[src/rtl/snd_exp_dac.sv]
// snd_exp_dac: expansion-audio back end. Stability-filters the incoming level,
// applies master gain and a click-free mute ramp, then drives a first-order
// delta-sigma 1-bit DAC. Single clock domain (snd_dac_clk).
module snd_exp_dac #(
    parameter int IN_W          = 7,
    parameter int RAMP_STEP_LOG = 4
) (
    input  logic            clk,
    input  logic            map_rst_n,
    input  logic [IN_W-1:0] snd_in,
    input  logic            snd_en,
    input  logic [3:0]      vol_gain,
    output logic            dac_out,
    output logic            muted
);

    // Product width: level times a gain of at most 16.
    localparam int         MUL_W     = IN_W + 4;
    localparam logic [4:0] RAMP_FULL = 5'd16;

    typedef enum logic [1:0] {
        MUTED  = 2'd0,
        UP     = 2'd1,
        ACTIVE = 2'd2,
        DOWN   = 2'd3
    } state_t;

    state_t                   state_q;
    state_t                   state_d;
    logic [4:0]               ramp_lvl;
    logic [4:0]               ramp_d;
    logic [RAMP_STEP_LOG-1:0] step_ctr;
    logic [RAMP_STEP_LOG-1:0] step_d;
    logic                     tick;

    logic [IN_W-1:0]          s0;
    logic [IN_W-1:0]          s_held;
    logic [MUL_W-1:0]         mul_p1;
    logic [MUL_W-1:0]         x_p2;
    logic [MUL_W-1:0]         acc;
    logic [MUL_W:0]           sum_p3;

    // Level times (gain + 1); never exceeds MUL_W bits.
    function automatic logic [MUL_W-1:0] gain_mul(input logic [IN_W-1:0] lvl,
                                                  input logic [3:0]      gain);
        return MUL_W'(lvl) * (MUL_W'(gain) + MUL_W'(1));
    endfunction

    // Scale by ramp_lvl/16; ramp_lvl <= 16 keeps the result within MUL_W bits.
    function automatic logic [MUL_W-1:0] ramp_scale(input logic [MUL_W-1:0] lvl,
                                                    input logic [4:0]       ramp);
        logic [MUL_W+4:0] prod;
        prod = (MUL_W+5)'(lvl) * (MUL_W+5)'(ramp);
        return MUL_W'(prod >> 4);
    endfunction

    assign tick   = (step_ctr == '1);
    assign sum_p3 = {1'b0, acc} + {1'b0, x_p2};

    // Ramp FSM next state, clamped ramp level and step counter.
    always_comb begin
        state_d = state_q;
        ramp_d  = ramp_lvl;
        step_d  = '0;
        case (state_q)
            MUTED: begin
                ramp_d = '0;
                if (snd_en) state_d = UP;
            end
            UP: begin
                if (tick && (ramp_lvl < RAMP_FULL)) ramp_d = ramp_lvl + 5'd1;
                if (!snd_en)                        state_d = DOWN;
                else if (ramp_d == RAMP_FULL)       state_d = ACTIVE;
            end
            ACTIVE: begin
                ramp_d = RAMP_FULL;
                if (!snd_en) state_d = DOWN;
            end
            DOWN: begin
                if (tick && (ramp_lvl != 5'd0)) ramp_d = ramp_lvl - 5'd1;
                if (snd_en)                     state_d = UP;
                else if (ramp_d == 5'd0)        state_d = MUTED;
            end
            default: begin
                state_d = MUTED;
                ramp_d  = '0;
            end
        endcase
        if (state_d != state_q)
            step_d = '0;
        else if ((state_q == UP) || (state_q == DOWN))
            step_d = step_ctr + RAMP_STEP_LOG'(1);
    end

    // Control registers: FSM state, ramp level, step counter, muted flag.
    always_ff @(posedge clk) begin
        if (!map_rst_n) begin
            state_q  <= MUTED;
            ramp_lvl <= '0;
            step_ctr <= '0;
            muted    <= 1'b1;
        end else begin
            state_q  <= state_d;
            ramp_lvl <= ramp_d;
            step_ctr <= step_d;
            muted    <= (state_d == MUTED);
        end
    end

    // Datapath: input filter, gain, ramp scaling and delta-sigma integrator.
    always_ff @(posedge clk) begin
        if (!map_rst_n) begin
            s0      <= '0;
            s_held  <= '0;
            mul_p1  <= '0;
            x_p2    <= '0;
            acc     <= '0;
            dac_out <= 1'b0;
        end else begin
            // Filter: accept a value only after two equal consecutive samples
            s0 <= snd_in;
            if (snd_in == s0) s_held <= snd_in;
            // Stage 1: master gain
            mul_p1 <= gain_mul(s_held, vol_gain);
            // Stage 2: mute ramp
            x_p2 <= ramp_scale(mul_p1, ramp_lvl);
            // Stage 3: integrator carry is the output bit; parked at zero while muted
            if (state_q == MUTED) begin
                acc     <= '0;
                dac_out <= 1'b0;
            end else begin
                acc     <= sum_p3[MUL_W-1:0];
                dac_out <= sum_p3[MUL_W];
            end
        end
    end

endmodule

[config.mk]
export PLATFORM = sky130hd
export DESIGN_NAME = snd_exp_dac
export DESIGN_NICKNAME = d
export VERILOG_FILES = /design/src/rtl/snd_exp_dac.sv
export SDC_FILE = /design/constraint.sdc
export NUM_CORES = 1
export LEC_CHECK = 0
export CAP_MARGIN = 0
export CORE_ASPECT_RATIO = 0.9
export CORE_MARGIN = 4
export CORE_UTILIZATION = 55
export CTS_BUF_LIST = sky130_fd_sc_hd__clkbuf_8
export DETAILED_ROUTE_END_ITERATION = 12
export GPL_TIMING_DRIVEN = 0
export HOLD_SLACK_MARGIN = 0.03
export PLACE_DENSITY = 0.81
export SYNTH_ARGS = -nofsm -noshare
export SYNTH_HDL_FRONTEND = slang
export SYNTH_SLANG_ARGS = --single-unit
export TNS_END_PERCENT = 20
[constraint.sdc]
create_clock -name clk -period 8.1 [get_ports clk]
set_clock_uncertainty 0.1 [all_clocks]
set_input_delay 2.025 -clock clk [delete_from_list [all_inputs] [get_ports clk]]
set_output_delay 2.025 -clock clk [all_outputs]
set_load 0.01 [all_outputs]
Word-level counts from Yosys, hierarchy flattened
Cells that the tools add are included.
- input bits: 14
- flip-flop bits (word level): 60
- output and inout bits: 2
- word-level logic and storage cells: 48
- bitwise operators: 2
- add/subtract/negate cells: 5
- $lt $le $gt $ge: 1
- multiplexer cells: 12
- eq/ne operators: 7
- multiply operators: 2
- reductions and logical operators: 9
- operator list (kind ; number):
    5-bit two-way mux ; 4
    5-bit case mux with 4 select lines ; 1
    11-bit by 5-bit multiplier with 15-bit output ; 1
    11-bit by 11-bit adder with 12-bit output ; 1
    2-bit two-way mux ; 6
    7-bit by 5-bit multiplier with 11-bit output ; 1
    2-bit case mux with 4 select lines ; 1
    7-bit == test ; 1
    4-bit by 1-bit adder with 5-bit output, second input constant ; 1
    5-bit by 1-bit adder with 5-bit output, second input constant ; 1
    5-bit == test, second input constant ; 1
    5-bit zero test ; 1
    5-bit < comparator, second input constant ; 1
    5-bit nonzero test ; 1
    5-bit by 1-bit subtractor with 5-bit output, second input constant ; 1
    4-bit by 1-bit adder with 4-bit output, second input constant ; 1
    2-bit == test, second input constant ; 2
    4-bit == test, second input constant ; 1
    2-bit zero test ; 2
    3-bit OR reduction ; 1
    2-bit by 1-bit == test with 1-bit output, second input constant ; 1
    1-bit logical AND ; 2
    2-bit != test ; 1
    1-bit NOT ; 2
    2 further kinds ; 2

Depth between registers and ports, before layout
Gate-level depths: netlist (run 1).
- depth in word-level cells: 10
- mapped depth: 16
- gate-level depth less buffers: 15

Worst setup path after synthesis (run 1)
OpenSTA, ideal clock, no wires.
- kind: input to register
- from: input port vol_gain[0]
- to: register mul_p1[10]
- stages on the path: 15
- buffers on the path: 1
- required time: 7.872 ns
- path slack: 2.482 ns
- data arrival time: 5.391 ns
- setup time: 0.128 ns
- cell sequence: ha_1 > and3_1 > clkbuf_1 > nand2_1 > fa_1 > fa_1 > fa_1 > inv_1 > ha_1 > nor2b_1 > o21ai_0 > a21oi_1 > o41ai_1 > xnor2_1 > nor2_1
- word-level cells in the longest chain between the ends: 2
- ends and longest elaborated chain (what ; RTL line ; RTL):
    start: declaration ; 12 ; input logic [3:0] vol_gain,
    4-bit by 1-bit adder with 5-bit output ; 46 ; return MUL_W'(lvl) * (MUL_W'(gain) + MUL_W'(1));
    7-bit by 5-bit multiplier with 11-bit output ; 46 ;
    end signal: assignment ; 124 ; mul_p1 <= gain_mul(s_held, vol_gain);
    end: declaration ; 38 ; logic [MUL_W-1:0] mul_p1;
Every way passes these cells.
A chain may end at the register's enable or synchronous reset.

Worst setup path in the final report (run 1)
Same ends and word-level chain as after synthesis.

==> results.py, run 1 <==
metrics = {
    "power_and_ir_drop": {
        "switching_share": 0.241,
        "power_switching_w": 0.000156,
        "pwr-share-comb": 0.067,
        "internal_power_w": 0.000491,
        "p_leak_nw": 2.65,
        "pwr-share-seq": 0.465,
        "pwr_density_cell_nw_per_um2": 115,
        "clockPowerShare": 0.468,
        "peakVddDrop_v": 0.0000980,
    },
    "setup_path": {
        "critical_path.max_stage_delay_ps": 650,
        "setup.worst_path.end": "mul_p1[10]$_SDFF_PN0_",
        "reg2reg_depth": 15,
        "crit_top_cell": "fa_1",
        "start_kind": "input pin",
        "required_ps": 8200,
        "cp_max_fo": 9,
        "rr_startpoint": "ramp_lvl[4]$_SDFF_PN0_",
        "r2r_slack_ps": 3290,
        "timing.rr.end": "x_p2[5]$_SDFF_PN0_",
        "end_kind": "flop",
        "startpoint": "vol_gain[0]",
        "cp.arrival_ps": 6410,
        "path_cells": "clkdlybuf4s50_1 > ha_1 > and3_1 > clkbuf_1 > nand2_1 > fa_1 > fa_1 > fa_1 > inv_1 > ha_1 > nor2b_1 > o21ai_0 > a21oi_1 > o41ai_1 > xnor2_1 > nor2_1",
        "cp_slowest_cell": "clkdlybuf4s50_1",
        "path_class": "input pin to flop",
    },
    "flow_run": {
        "maxCapViolCount": 0,
    },
    "yosys": {
        "synth-edff-count": 0,
        "synth_seq_area_share": 0.236,
        "syn_area_um2": 5100,
        "yosys_register_bits": 60,
        "synth.distinct_cells": 53,
        "syn_nets": 697,
        "synth_cells": 587,
        "async_reset_ff_frac": 0,
        "synth.avg_cell_area_um2": 8.69,
        "synth-main-ff-cell": "dfxtp_1",
        "synth_warnings": 0,
    },
    "clock_tree": {
        "htreeDepth": 3,
        "clockBufferDepth": 2,
        "ctsRootBufferMaster": "clkbuf_8",
        "cts_setup_buffers": 0,
        "post_cts_resized": 0,
        "clock-sinks": 60,
        "cts_buffers": 9,
        "insertion_delay_ps": 350,
        "clk_pin_slew_ps": 80,
        "cts_hold_buffers": 0,
        "cts_tree": "done",
    },
    "place": {
        "preCtsSetupSlack_ps": 1450,
        "io_buffers": 14,
        "routabilityCongestion": 0.879,
        "hpwl_um": 7760,
    },
    "route": {
        "routed_wirelength_um": 9650,
        "drt-initial-drc-count": 197,
        "ant_nets": 0,
        "drt-pass1-iter-count": 5,
        "drc": 0,
        "dr_total_vias": 3923,
        "avgRoutedWirePerCell_um": 13.1,
        "via_per_inst": 5.31,
    },
    "die": {
        "fp.dieW_um": 109,
        "fp.coreArea_um2": 9080,
        "start_util": 0.561,
        "placementRows": 33,
        "pin_count": 16,
        "die_area_um2": 10900,
        "die_h_um": 99.3,
    },
    "outcome": {
        "outcome": "complete, no violations",
    },
    "timing": {
        "finalHoldViolCount": 0,
        "period_share": 0.779,
        "holdWs_ps": 349,
        "report.final.slew_viol_count": 0,
        "fin_ws_ps": 1790,
        "final-setup-viol-count": 0,
        "rsz0062_at_grt": "no",
        "finalWorstPathRequiredPeriod_ps": 6310,
        "fmax_ghz": 0.158,
        "finalSetupTns_ps": 0,
        "slew_headroom": 0.438,
        "worst_pin_slew_ps": 838,
    },
    "final_layout": {
        "mostFrequentLayoutCells": "and2_1 (66), inv_1 (64), dfxtp_1 (60), ha_1 (56), nor2_1 (55)",
        "final_common_cell": "and2_1",
        "fillers": 759,
        "nNetsFinal": 722,
        "seq_area_um2": 1200,
        "multi_input_comb_area_um2": 3570,
        "n_antenna_cell": 0,
        "area_growth_pct": 10.1,
        "post-route-util": 0.618,
        "drive_gt1_frac": 0.0502,
    },
    "grt": {
        "grt_pass1_vias": 4012,
        "grt_max_degree": 13,
        "grt_pass1_wl_um": 17300,
        "antenna_found_initial": 0,
        "overflow": 0,
        "grtUsageTotal": 0.197,
    },
    "worst_hold_path": {
        "hold_path.class": "flop to flop",
    },
}
-- per-stage QoR --
stage / instances / cell area [µm²] / power (W)
final: 739 / 5620 / 0.000647
after global routing: 739 / 5620 / 0.000675
after CTS: 739 / 5620 / 0.000652
after detailed placement: 723 / 5390 / 0.000351
after global placement: 723 / 5390 / 0.000349
after floorplan: 587 / 5100 / 0.000333
-- state kept, by name, summed over array words and instances (netlist names) --
register,count
s_held,7
step_ctr,4
dac_out,1
ramp_lvl,5
mul_p1,11
muted,1
state_q,2
s0,7
x_p2,11
acc,11
-- worst max-delay path: cells and delay by family --
kind	cells	cell delay, ps
adders and majority gates	5	2100
buffers and inverters	3	940
AOI/OAI and AO/OA	3	710
and+or+nand+nor	4	470
xor gates and xnor gates	1	170
-- cell usage after synthesis, types with 2 or more instances --
| cell | number | area (µm²) |
|---|---|---|
| xor2_1 | 14 | 123 |
| and2_1 | 66 | 413 |
| a31oi_1 | 2 | 12.5 |
| nand2b_1 | 6 | 37.5 |
| nand4_1 | 7 | 43.8 |
| dfxtp_1 | 60 | 1200 |
| a21o_1 | 3 | 22.5 |
| o41ai_1 | 2 | 17.5 |
| or3_1 | 3 | 18.8 |
| buf_2 | 3 | 15.0 |
| inv_1 | 64 | 240 |
| nand3_1 | 7 | 35.0 |
| mux2i_1 | 8 | 80.1 |
| and3_1 | 3 | 18.8 |
| ha_1 | 56 | 701 |
| o21a_1 | 7 | 52.6 |
| o21ai_0 | 25 | 125 |
| o21bai_1 | 5 | 37.5 |
| clkbuf_1 | 12 | 45.0 |
| nor2b_1 | 8 | 50.1 |
| fa_1 | 40 | 801 |
| a211oi_1 | 3 | 22.5 |
| nor2_1 | 55 | 206 |
| nor3_1 | 8 | 40.0 |
| o22ai_1 | 2 | 12.5 |
| xnor2_1 | 23 | 201 |
| nor3b_1 | 4 | 30.0 |
| a21oi_1 | 20 | 100 |
| nand2_1 | 47 | 176 |
-- how the worst min path moves through the flow --
stage	depth (start not counted)	end	slack [ps]	start
6_report	1	step_ctr[0]$_SDFF_PP0_	350	step_ctr[0]$_SDFF_PP0_
4_1_cts	1	step_ctr[0]$_SDFF_PP0_	350	step_ctr[0]$_SDFF_PP0_
3_3_place_gp	1	step_ctr[0]$_SDFF_PP0_	330	step_ctr[0]$_SDFF_PP0_
5_1_grt	1	step_ctr[0]$_SDFF_PP0_	400	step_ctr[0]$_SDFF_PP0_
2_1_floorplan	1	step_ctr[0]$_SDFF_PP0_	320	step_ctr[0]$_SDFF_PP0_
3_5_place_dp	1	step_ctr[0]$_SDFF_PP0_	340	step_ctr[0]$_SDFF_PP0_
-- cell families after synthesis --
logic type	synth area share
AND/OR/NAND/NOR	0.228
adder cells (fa/ha/maj)	0.294
buffers and inverters	0.0633
AO/OA/AOI/OAI	0.0969
flip-flops	0.236
XOR/XNOR	0.0636
multiplexers	0.0179
-- per-layer routing --
metal  vias up  wire length (µm)  global-route usage
met5         -                 0                   0
met4         0               221              0.0777
met3        18               353              0.0409
met2        80              4740               0.343
met1      1858              4330               0.237
li1       1967                 -                   -
-- area by class of cell --
type,count,share of cell area
plain buffers,17,0.0140
clock buffers,9,0.0221
clock inverters,7,0.0178
inverters,65,0.0434
multi-input cells,445,0.637
flip-flops and latches,60,0.214
well taps,122,0.0272
repair buffers,14,0.0250
-- power by group through the flow --
stage                     Sequential [W]  Combinational (W)  Clock (W)
after floorplan                 0.000308          0.0000249          0
after global placement          0.000308          0.0000417          0
after detailed placement        0.000308          0.0000431          0
after CTS                       0.000301          0.0000434   0.000308
after global routing            0.000302          0.0000477   0.000326
final                           0.000301          0.0000433   0.000303
Power figures use the tool's default switching activity.
==> inputs of run 2 (changes only) <==
PLACE_DENSITY = 0.83   (was 0.81)
clock period = 5.62 ns   (was 8.1 ns; I/O delays follow)
==> run 2 against run 1 <==
  * Cell count is 0.14% lower
  * First-iteration DRC count is 7.1% lower
  * Critical path depth decreased by 1
  * Clock-buffer cell count unchanged
  * Flip-flop and latch count did not move
  * Sequential share of layout area grew 0.053 points
  * Global-route usage fell by 0.16 points
  * Critical path type unchanged
  * Largest power group is now registers
==> results.py, run 2 (synthesis gave the netlist of run 1 again) <==
metrics = {
    "setup_path": {
        "required_ps": 5730,
        "cp_slowest_cell": "fa_1",
        "end_kind": "flop",
        "reg2reg_depth": 15,
        "r2r_slack_ps": 870,
        "path_class": "input pin to flop",
        "path_cells": "clkdlybuf4s50_1 > ha_1 > and3_1 > nand2_1 > fa_1 > fa_1 > fa_1 > inv_1 > ha_1 > nor2b_1 > o21ai_0 > a21oi_1 > o41ai_1 > xnor2_1 > nor2_1",
        "cp_max_fo": 7,
        "critical_path.max_stage_delay_ps": 540,
        "start_kind": "input pin",
        "rr_startpoint": "ramp_lvl[4]$_SDFF_PN0_",
        "crit_top_cell": "fa_1",
        "timing.rr.end": "x_p2[5]$_SDFF_PN0_",
        "cp.arrival_ps": 5510,
    },
    "place": {
        "routabilityCongestion": 0.917,
        "place_inst": 723,
        "preCtsSetupSlack_ps": -462,
        "hpwl_um": 8070,
        "io_buffers": 14,
    },
    "final_layout": {
        "post-route-util": 0.617,
        "area_growth_pct": 9.86,
        "mostFrequentLayoutCells": "and2_1 (66), inv_1 (64), dfxtp_1 (60), ha_1 (56), nor2_1 (55)",
        "n_antenna_cell": 0,
        "stdcell_count": 738,
        "final_common_cell": "and2_1",
        "drive_gt1_frac": 0.0536,
        "reg_top3": "acc: 11 flops, mul_p1: 11 flops, x_p2: 11 flops",
        "nNetsFinal": 721,
        "fillers": 772,
    },
    "die": {
        "pin_count": 16,
        "die_area_um2": 10900,
        "start_util": 0.561,
        "die_h_um": 99.3,
        "placementRows": 33,
        "fp.coreArea_um2": 9080,
        "fp.dieW_um": 109,
    },
    "clock_tree": {
        "clockBufferDepth": 2,
        "cts_setup_buffers": 0,
        "cts_tree": "done",
        "ctsRootBufferMaster": "clkbuf_8",
        "clk_pin_slew_ps": 80,
        "htreeDepth": 3,
        "clock-sinks": 60,
        "cts_buffers": 9,
        "insertion_delay_ps": 350,
    },
    "timing": {
        "fin_ws_ps": 219,
        "period_share": 0.961,
        "slew_headroom": 0.428,
        "finalWorstPathRequiredPeriod_ps": 5400,
        "finalHoldViolCount": 0,
        "worst_pin_slew_ps": 853,
        "report.final.slew_viol_count": 0,
        "fmax_ghz": 0.185,
        "final-setup-viol-count": 0,
    },
    "grt": {
        "grt_max_degree": 13,
        "grt_pass1_wl_um": 17100,
        "antenna_found_initial": 0,
        "grt_pass1_vias": 3967,
        "overflow": 0,
        "grtUsageTotal": 0.196,
    },
    "route": {
        "drt-pass1-iter-count": 4,
        "dr_total_vias": 3911,
        "routed_wirelength_um": 9950,
        "via_per_inst": 5.30,
        "drt-initial-drc-count": 183,
        "drc": 0,
        "avgRoutedWirePerCell_um": 13.5,
        "ant_nets": 0,
    },
    "power_and_ir_drop": {
        "p_leak_nw": 2.65,
        "peakVddDrop_v": 0.000120,
        "power_w": 0.000893,
        "pwr_density_cell_nw_per_um2": 159,
    },
    "worst_hold_path": {
        "hold_path.class": "flop to flop",
        "worst_hold_startpoint": "step_ctr[0]$_SDFF_PP0_",
        "hold-path-cell-count": 1,
        "worstHoldEndpoint": "step_ctr[0]$_SDFF_PP0_",
    },
    "flow_run": {
        "maxCapViolCount": 0,
    },
    "outcome": {
        "outcome": "complete, no violations",
    },
}
## run 2: cell types whose count changed in the layout (fill, tap and decap cells not counted), sizes merged
cell	before	now
bufinv	2	1
clkbuf	21	20
clkdlybuf4s50	14	13
clkinv	2	4
clkinvlp	3	2
dlygate4sd2	0	1
## run 2: where the power goes
part           total (W)  switching [W]  internal, W
Combinational  0.0000637      0.0000380    0.0000257
Sequential      0.000434     0.00000327     0.000431
Clock           0.000395       0.000189     0.000206
## run 2: area by class of cell
| cell class | count | area (µm²) | area share |
|---|---|---|---|
| Multi-Input combinational cell | 445 | 3590 | 0.641 |
| Sequential cell | 60 | 1200 | 0.214 |
| Inverter | 65 | 244 | 0.0436 |
| Tap cell | 122 | 153 | 0.0273 |
| Timing Repair Buffer | 14 | 139 | 0.0248 |
| Clock buffer | 9 | 124 | 0.0221 |
| Clock inverter | 7 | 76.3 | 0.0136 |
| Buffer | 16 | 75.1 | 0.0134 |
## run 2: stage by stage
stage	hold slack [ps]	area, µm²	TNS, ps
3_3_place_gp	329	5390	-703
3_5_place_dp	342	5390	-1370
2_1_floorplan	318	5100	0
5_1_grt	402	5600	-17.0
4_1_cts	361	5590	0
6_report	355	5600	0
## run 2: worst max-delay path by stage
| stage | slack, ps | cells past startpoint | startpoint | end |
|---|---|---|---|---|
| after CTS | 90 | 15 | vol_gain[2] | mul_p1[10]$_SDFF_PN0_ |
| after global routing | -20 | 15 | vol_gain[1] | mul_p1[10]$_SDFF_PN0_ |
| final | 220 | 15 | vol_gain[1] | mul_p1[10]$_SDFF_PN0_ |
| after floorplan | 620 | 15 | vol_gain[0] | mul_p1[10]$_SDFF_PN0_ |
| after detailed placement | -460 | 16 | vol_gain[0] | mul_p1[10]$_SDFF_PN0_ |
| after global placement | -330 | 16 | vol_gain[0] | mul_p1[10]$_SDFF_PN0_ |
## run 2: per-layer routing
metal,GRT usage,up-vias,share of wire
met2,0.348,93,0.51
met4,0.0777,0,0.025
li1,-,1967,-
met5,0,-,0
met1,0.231,1832,0.42
met3,0.0357,19,0.045
## run 2: timing repair
action,4_1_cts,5_1_grt
setup endpoints to repair,2,2
hold buffers,0,0
resized for setup,1,2
## run 2: critical path: cells and delay by family
family,cells,cell delay [ps]
buffers and inverters,2,520
AOI/OAI and AO/OA,3,680
and+or+nand+nor,4,630
adders and majority gates,5,2120
xor gates and xnor gates,1,160
